===== src/rtl/pipeline_hazard_unit.sv =====
// pipeline_hazard_unit: stall, flush, forwarding and pipe-advance control for the five-stage core.
// Keeps shadow EX/MEM/WB destination slots and holds the pipe while a multi-cycle MEM access completes.
module pipeline_hazard_unit #(
   parameter int NB_ADDR     = 5,
   parameter int MEM_LATENCY = 1,
   parameter int NB_FWD_SEL  = 2
) (
   input  logic                  i_clock,
   input  logic                  i_reset,
   input  logic                  i_enable,
   input  logic                  i_step_mode,
   input  logic                  i_step,
   input  logic [NB_ADDR-1:0]    i_id_rs_addr,
   input  logic [NB_ADDR-1:0]    i_id_rt_addr,
   input  logic                  i_id_rs_used,
   input  logic                  i_id_rt_used,
   input  logic [NB_ADDR-1:0]    i_id_dst_addr,
   input  logic                  i_id_rf_wr_enb,
   input  logic                  i_id_is_load,
   input  logic                  i_id_mem_access,
   input  logic                  i_ex_branch_taken,
   output logic                  o_pc_enable,
   output logic                  o_if_id_enable,
   output logic                  o_id_ex_enable,
   output logic                  o_ex_mem_enable,
   output logic                  o_flush_if_id,
   output logic                  o_flush_id_ex,
   output logic [NB_FWD_SEL-1:0] o_fwd_rs_sel,
   output logic [NB_FWD_SEL-1:0] o_fwd_rt_sel,
   output logic                  o_busy
);
   localparam int NB_CNT = 4;
   typedef enum logic [1:0] {RUN, MEM_WAIT, HALT} state_t;
   typedef struct packed {
      logic               valid;
      logic [NB_ADDR-1:0] dst;
      logic               wr_enb;
      logic               is_load;
      logic               mem_access;
   } slot_t;
   state_t            state_q, state_d, eff_state;
   logic [NB_CNT-1:0] cnt_q, cnt_d;
   slot_t             ex_q, mem_q, wb_q, ex_d, mem_d, wb_d;
   logic              adv, run_adv, load_use, front_adv, flush_ex, enter_wait;

   function automatic logic hit(slot_t s, logic [NB_ADDR-1:0] a, logic used);
      return used & s.valid & s.wr_enb & (s.dst != '0) & (s.dst == a);
   endfunction

   // A load still in EX has no result yet, so it falls through to older slots.
   function automatic logic [NB_FWD_SEL-1:0] fwd(slot_t ex, slot_t mem, slot_t wb, logic [NB_ADDR-1:0] a, logic used);
      return (hit(ex, a, used) & ~ex.is_load) ? NB_FWD_SEL'(1) :
             hit(mem, a, used) ? NB_FWD_SEL'(2) :
             hit(wb, a, used)  ? NB_FWD_SEL'(3) : '0;
   endfunction

   always_comb begin
      adv             = i_enable & (~i_step_mode | i_step);
      eff_state       = (state_q == HALT) ? ((cnt_q != '0) ? MEM_WAIT : RUN) : state_q;
      run_adv         = adv & ~i_reset & (eff_state == RUN);
      load_use        = ex_q.is_load & (hit(ex_q, i_id_rs_addr, i_id_rs_used) | hit(ex_q, i_id_rt_addr, i_id_rt_used));
      front_adv       = run_adv & (i_ex_branch_taken | ~load_use);
      flush_ex        = run_adv & (i_ex_branch_taken | load_use);
      enter_wait      = run_adv & ex_q.valid & ex_q.mem_access & (MEM_LATENCY > 1);
      o_pc_enable     = front_adv;
      o_if_id_enable  = front_adv;
      o_id_ex_enable  = run_adv;
      o_ex_mem_enable = run_adv;
      o_flush_if_id   = run_adv & i_ex_branch_taken;
      o_flush_id_ex   = flush_ex;
      o_fwd_rs_sel    = i_reset ? '0 : fwd(ex_q, mem_q, wb_q, i_id_rs_addr, i_id_rs_used);
      o_fwd_rt_sel    = i_reset ? '0 : fwd(ex_q, mem_q, wb_q, i_id_rt_addr, i_id_rt_used);
      o_busy          = ~i_reset & (state_q != RUN);
      state_d         = eff_state;
      cnt_d           = cnt_q;
      if (!i_enable) begin
         state_d = HALT;
      end else if (eff_state == MEM_WAIT && adv) begin
         cnt_d   = cnt_q - NB_CNT'(1);
         state_d = (cnt_q == NB_CNT'(1)) ? RUN : MEM_WAIT;
      end else if (enter_wait) begin
         cnt_d   = NB_CNT'(MEM_LATENCY - 1);
         state_d = MEM_WAIT;
      end
      ex_d  = ex_q;
      mem_d = mem_q;
      wb_d  = wb_q;
      if (run_adv) begin
         wb_d  = mem_q;
         mem_d = ex_q;
         ex_d  = flush_ex ? '0 : {1'b1, i_id_dst_addr, i_id_rf_wr_enb, i_id_is_load, i_id_mem_access};
      end
   end

   always_ff @(posedge i_clock) begin
      if (i_reset) begin
         state_q <= RUN;
         cnt_q   <= '0;
         ex_q    <= '0;
         mem_q   <= '0;
         wb_q    <= '0;
      end else begin
         state_q <= state_d;
         cnt_q   <= cnt_d;
         ex_q    <= ex_d;
         mem_q   <= mem_d;
         wb_q    <= wb_d;
      end
   end
endmodule


===== config.mk =====
export PLATFORM = sky130hd
export DESIGN_NAME = pipeline_hazard_unit
export DESIGN_NICKNAME = d
export VERILOG_FILES = /design/src/rtl/pipeline_hazard_unit.sv
export SDC_FILE = /design/constraint.sdc
export NUM_CORES = 1
export LEC_CHECK = 0
export ABC_AREA = 1
export CORE_MARGIN = 4
export CORE_UTILIZATION = 56
export CTS_BUF_LIST = sky130_fd_sc_hd__clkbuf_4 sky130_fd_sc_hd__clkbuf_8
export DETAILED_ROUTE_END_ITERATION = 12
export HOLD_SLACK_MARGIN = 0.05
export PLACE_DENSITY = 0.88
export SYNTH_ARGS = -nofsm -noshare
export SYNTH_HDL_FRONTEND = slang
export SYNTH_SLANG_ARGS = --single-unit

===== constraint.sdc =====
create_clock -name i_clock -period 3.4 [get_ports i_clock]
set_clock_uncertainty 0.15 [all_clocks]
set_input_delay 0.34 -clock i_clock [delete_from_list [all_inputs] [get_ports i_clock]]
set_output_delay 0.34 -clock i_clock [all_outputs]
set_load 0.005 [all_outputs]

# [After elaboration in Yosys (flattened, before gate mapping)]
# Index checks and enable logic that the tools add are counted.
[op_classes] reduce_logical=9 n_eq_ne=9 bitwise_logic=43 add_sub_neg=1 muxes=14
[op_table] operator="$and 1x1->1" n=34
[op_table] operator="$eq 5x5->1" n=6
[op_table] operator="$mux 2" n=11
[op_table] operator="$reduce_bool 5->1" n=3
[op_table] operator="$mux 9" n=1
[op_table] operator="$not 1->1" n=5
[op_table] operator="$eq 4x1->1 const B" n=1
[op_table] operator="$or 1x1->1" n=4
[op_table] operator="$reduce_bool 4->1" n=1
[op_table] operator="$sub 4x1->4 const B" n=1
[op_table] operator="$eq 2x1->1 const B" n=1
[op_table] operator="$eq 2x2->1 const B" n=1
[op_table] operator="$logic_not 2->1" n=1
[op_table] operator="$mux 1" n=2
[op_table] operator="$reduce_and 2->1" n=1
[op_table] operator="$reduce_bool 2->1" n=1
[op_table] operator="$reduce_or 2->1" n=1
[op_table] operator="$logic_and 1x1->1" n=1
[word_totals] input_bits=26 ff_bits=28 word_cells=89

# [Logic depth before layout (Yosys ltp)]
[depth] ltp_word=9 depth_mapped=10 mapped_depth_nobuf=10

# [Worst setup path after synthesis]
# Ideal clock, no wire load.
[synth_timing] kind="register -> output" startpoint="register cnt_q[0]" endpoint="output port o_pc_enable" slack_ns=1.387 stages_incl_launch_ff=11 t_arrival_ns=1.523 cell_sequence="dfxtp_1 inv_1 ha_1 nand3b_1 o21ai_2 inv_2 nor3_4 inv_2 buf_2 a31oi_1 buf_4"
[synth_via] elab_chain_cells=6
[synth_rtl] item="from (decl)" line_no="42" text="logic [NB_CNT-1:0] cnt_q, cnt_d;"
[synth_rtl] item="from (signal assigned)" line_no="104" text="cnt_q <= cnt_d;"
[synth_rtl] item="$reduce_bool 4->1" line_no="59" text="eff_state = (state_q == HALT) ? ((cnt_q != '0) ? MEM_WAIT : RUN) : state_q;"
[synth_rtl] item="$mux 1" line_no="59"
[synth_rtl] item="$mux 2" line_no="59"
[synth_rtl] item="$logic_not 2->1" line_no="60" text="run_adv = adv & ~i_reset & (eff_state == RUN);"
[synth_rtl] item="$and 1x1->1" line_no="60"
[synth_rtl] item="$and 1x1->1" line_no="62" text="front_adv = run_adv & (i_ex_branch_taken | ~load_use);"
[synth_rtl] item="to (decl)" line_no="22" text="output logic o_pc_enable,"
# No other way between the ends.

# [Final worst setup path]
[layout_timing] startpoint="input port i_id_rt_addr[0]" endpoint="output port o_flush_id_ex"
[layout_via] elab_chain_cells=6
[layout_rtl] item="from (decl)" line_no="14" text="input logic [NB_ADDR-1:0] i_id_rt_addr,"
[layout_rtl] item="$eq 5x5->1" line_no="47" text="return used & s.valid & s.wr_enb & (s.dst != '0) & (s.dst == a);"
[layout_rtl] item="$and 1x1->1" line_no="47"
[layout_rtl] item="$or 1x1->1" line_no="61" text="load_use = ex_q.is_load & (hit(ex_q, i_id_rs_addr, i_id_rs_used) | hit(ex_q, i_id_rt_addr, i_id_rt_used));"
[layout_rtl] item="$and 1x1->1" line_no="61"
[layout_rtl] item="$or 1x1->1" line_no="63" text="flush_ex = run_adv & (i_ex_branch_taken | load_use);"
[layout_rtl] item="$and 1x1->1" line_no="63"
[layout_rtl] item="to (decl)" line_no="27" text="output logic o_flush_id_ex,"
# No other way between the ends.

==> flow_summary.ini <==
[outcome]
outcome = completed

[grt]
overflow = 0
grt_max_degree = 22
grt_use_total = 0.211
antenna_found_initial = 0
grt_first_pass_wirelength_mm = 6.87
grt_pass1_vias = 1604

[worst_hold_path]
hp-class = reg2reg

[clock_network]
cts_tree = built
cts.sinks = 28
cts_root_buf = clkbuf_4
path_clk_slew_ps = 150
cts_setup_buffers = 0
cts-resized-gates = 0
cts_buffers = 3
ctsHoldBuffers = 0
worstSkewPairLatency_ps = 330
clockBufferDepth = 2
htree_levels = 1

[critical_path]
worst-path-max-fanout = 8
required_ps = 2910
end_kind = output port
rrSetupSlack_ps = 1480
cp-start-kind = primary input
path_class = in2out
arrival_ps = 2340

[pwr]
clkPwrFrac = 0.327
power_mw = 0.671
power_frac_seq = 0.511
swShare = 0.239
ir_drop_mv = 0.226
comb_power_share = 0.162
p_sw_mw = 0.160
p_per_area_mw_per_mm2 = 318
internal_power_mw = 0.510
leakagePower_nw = 0.814

[layout]
antennaDiodeCount = 0
most-common-layout-cells = nand2_1 (56), clkdlybuf4s50_1 (35), inv_1 (30)
multi_input_area_um2 = 950
final_common_cell = nand2_1
nFillCells = 240
fin_nets = 317
layout-drive-gt1-share = 0.0451
syn2layout_area_growth_pct = 25.4
seqCellArea_um2 = 561

[synth]
ys_ff_latch = 28
ys_types = 25
syn-num-nets = 281
synth_area_per_cell_um2 = 6.65
netlist_instances = 253
yosysSeqAreaShare = 0.333
synth_area_mm2 = 0.00168
ys_warn_count = 0

[timing]
period_needed_ps = 2830
worst_slew_pin_slew_ps = 433
rsz0062_at_grt = false
finalMaxSlewViolations = 0
hold_ws_ps = 331
finalSetupViolations = 0
max_slew_margin = 0.708
finalHoldViolations = 0
period_share = 0.832
max_freq_mhz = 353
tns_ps = 0

[floorplan]
die_h_um = 62.8
fp.coreArea_mm2 = 0.00281
die_area_mm2 = 0.00395
die_w_um = 62.8
initial_core_util = 0.600
io_pins = 37
fp-row-count = 19

[place]
gp_congestion = 0.822
dp_hpwl_mm = 3.05
io_buffers = 35

[routing]
drcViolationCount = 0
via_per_inst = 5.33
ant_nets = 0
firstDrtPassIters = 4
wl_per_cell_um = 12.8
finalWirelength_mm = 4.08
first_iter_violations = 75
vias = 1701

[run]
cap_violations = 0
[critical path, stage by stage]
cell	delay, ps
clkdlybuf4s50_1	550
xnor2_1	140
nand2_1	80
nor2_1	180
nand2_1	90
nand2_1	120
nand2_2	110
a21oi_1	190
clkdlybuf4s50_1	530
[cells in the mapped netlist]
cell / count / area, um2
a21oi_1: 21 / 105
o21ai_0: 9 / 45.0
nor4_1: 3 / 18.8
nand3b_1: 1 / 7.51
xnor2_1: 12 / 105
nand3_1: 20 / 100
xor2_1: 8 / 70.1
nand2_1: 56 / 210
buf_4: 3 / 22.5
nor3_1: 3 / 15.0
nand4_1: 10 / 62.6
clkbuf_1: 2 / 7.51
inv_1: 30 / 113
a31oi_1: 2 / 12.5
o21ai_1: 11 / 55.1
clkinv_1: 2 / 7.51
nor2_1: 21 / 78.8
nor3b_1: 1 / 7.51
dfxtp_1: 28 / 561
o21ai_2: 1 / 8.76
nor3_4: 1 / 16.3
inv_2: 2 / 7.51
buf_2: 3 / 15.0
ha_1: 2 / 25.0
nand2_2: 1 / 6.26
[sequential cells by signal, summed over array words and instances (netlist names)]
| register | cells |
|---|---|
| cnt_q | 4 |
| wb_q | 7 |
| state_q | 2 |
| ex_q | 8 |
| mem_q | 7 |
[cell families (layout without fill, tap and decap cells)]
kind of cell | Yosys count | in the layout | synth area share
buffers and inverters | 42 | 77 | 0.103
and+or+nand+nor | 117 | 117 | 0.311
xor gates and xnor gates | 20 | 20 | 0.104
DFF | 28 | 28 | 0.333
AOI/OAI and AO/OA | 44 | 44 | 0.135
adders and majority gates | 2 | 2 | 0.0149
[per-stage QoR]
stage	utilization	cell area, um2	cells	worst slack [ps]
3_3_place_gp	0.733	2060	315	664
2_1_floorplan	-	1680	253	1390
3_5_place_dp	0.733	2060	315	638
6_report	0.752	2110	319	570
5_1_grt	0.752	2110	319	414
4_1_cts	0.752	2110	319	577
[power by group through the flow]
stage / combinational [mW] / sequential, mW / clock (mW)
2_1_floorplan: 0.0554 / 0.348 / 0
3_3_place_gp: 0.106 / 0.349 / 0
3_5_place_dp: 0.107 / 0.349 / 0
4_1_cts: 0.108 / 0.343 / 0.223
5_1_grt: 0.120 / 0.344 / 0.244
6_report: 0.109 / 0.343 / 0.219
[path summary, 6_finish.rpt]
kind	start	end	cells past startpoint
hold / removal	mem_q[2]$_SDFFE_PP0P_	mem_q[2]$_SDFFE_PP0P_	2
setup reg to reg	cnt_q[0]$_SDFFE_PP0P_	mem_q[8]$_SDFFE_PP0P_	10
hold reg to reg	mem_q[2]$_SDFFE_PP0P_	mem_q[2]$_SDFFE_PP0P_	2
setup / recovery	i_id_rt_addr[0]	o_flush_id_ex	9
[final cells by class]
type / instances / share of cell area
clock buffer: 3 / 0.0107
clock inverter: 1 / 0.0142
inverter: 34 / 0.0605
multi-input combinational: 183 / 0.450
sequential: 28 / 0.266
tap: 31 / 0.0184
timing repair buffer: 39 / 0.180
[layer usage]
layer / up-vias / share of wire / GRT usage
met5: - / 0 / 0
met4: 0 / 0.0093 / 0.0716
met3: 4 / 0.053 / 0.0306
met2: 51 / 0.48 / 0.354
met1: 753 / 0.45 / 0.275
li1: 893 / - / -
(Power assumes the default switching activity.)
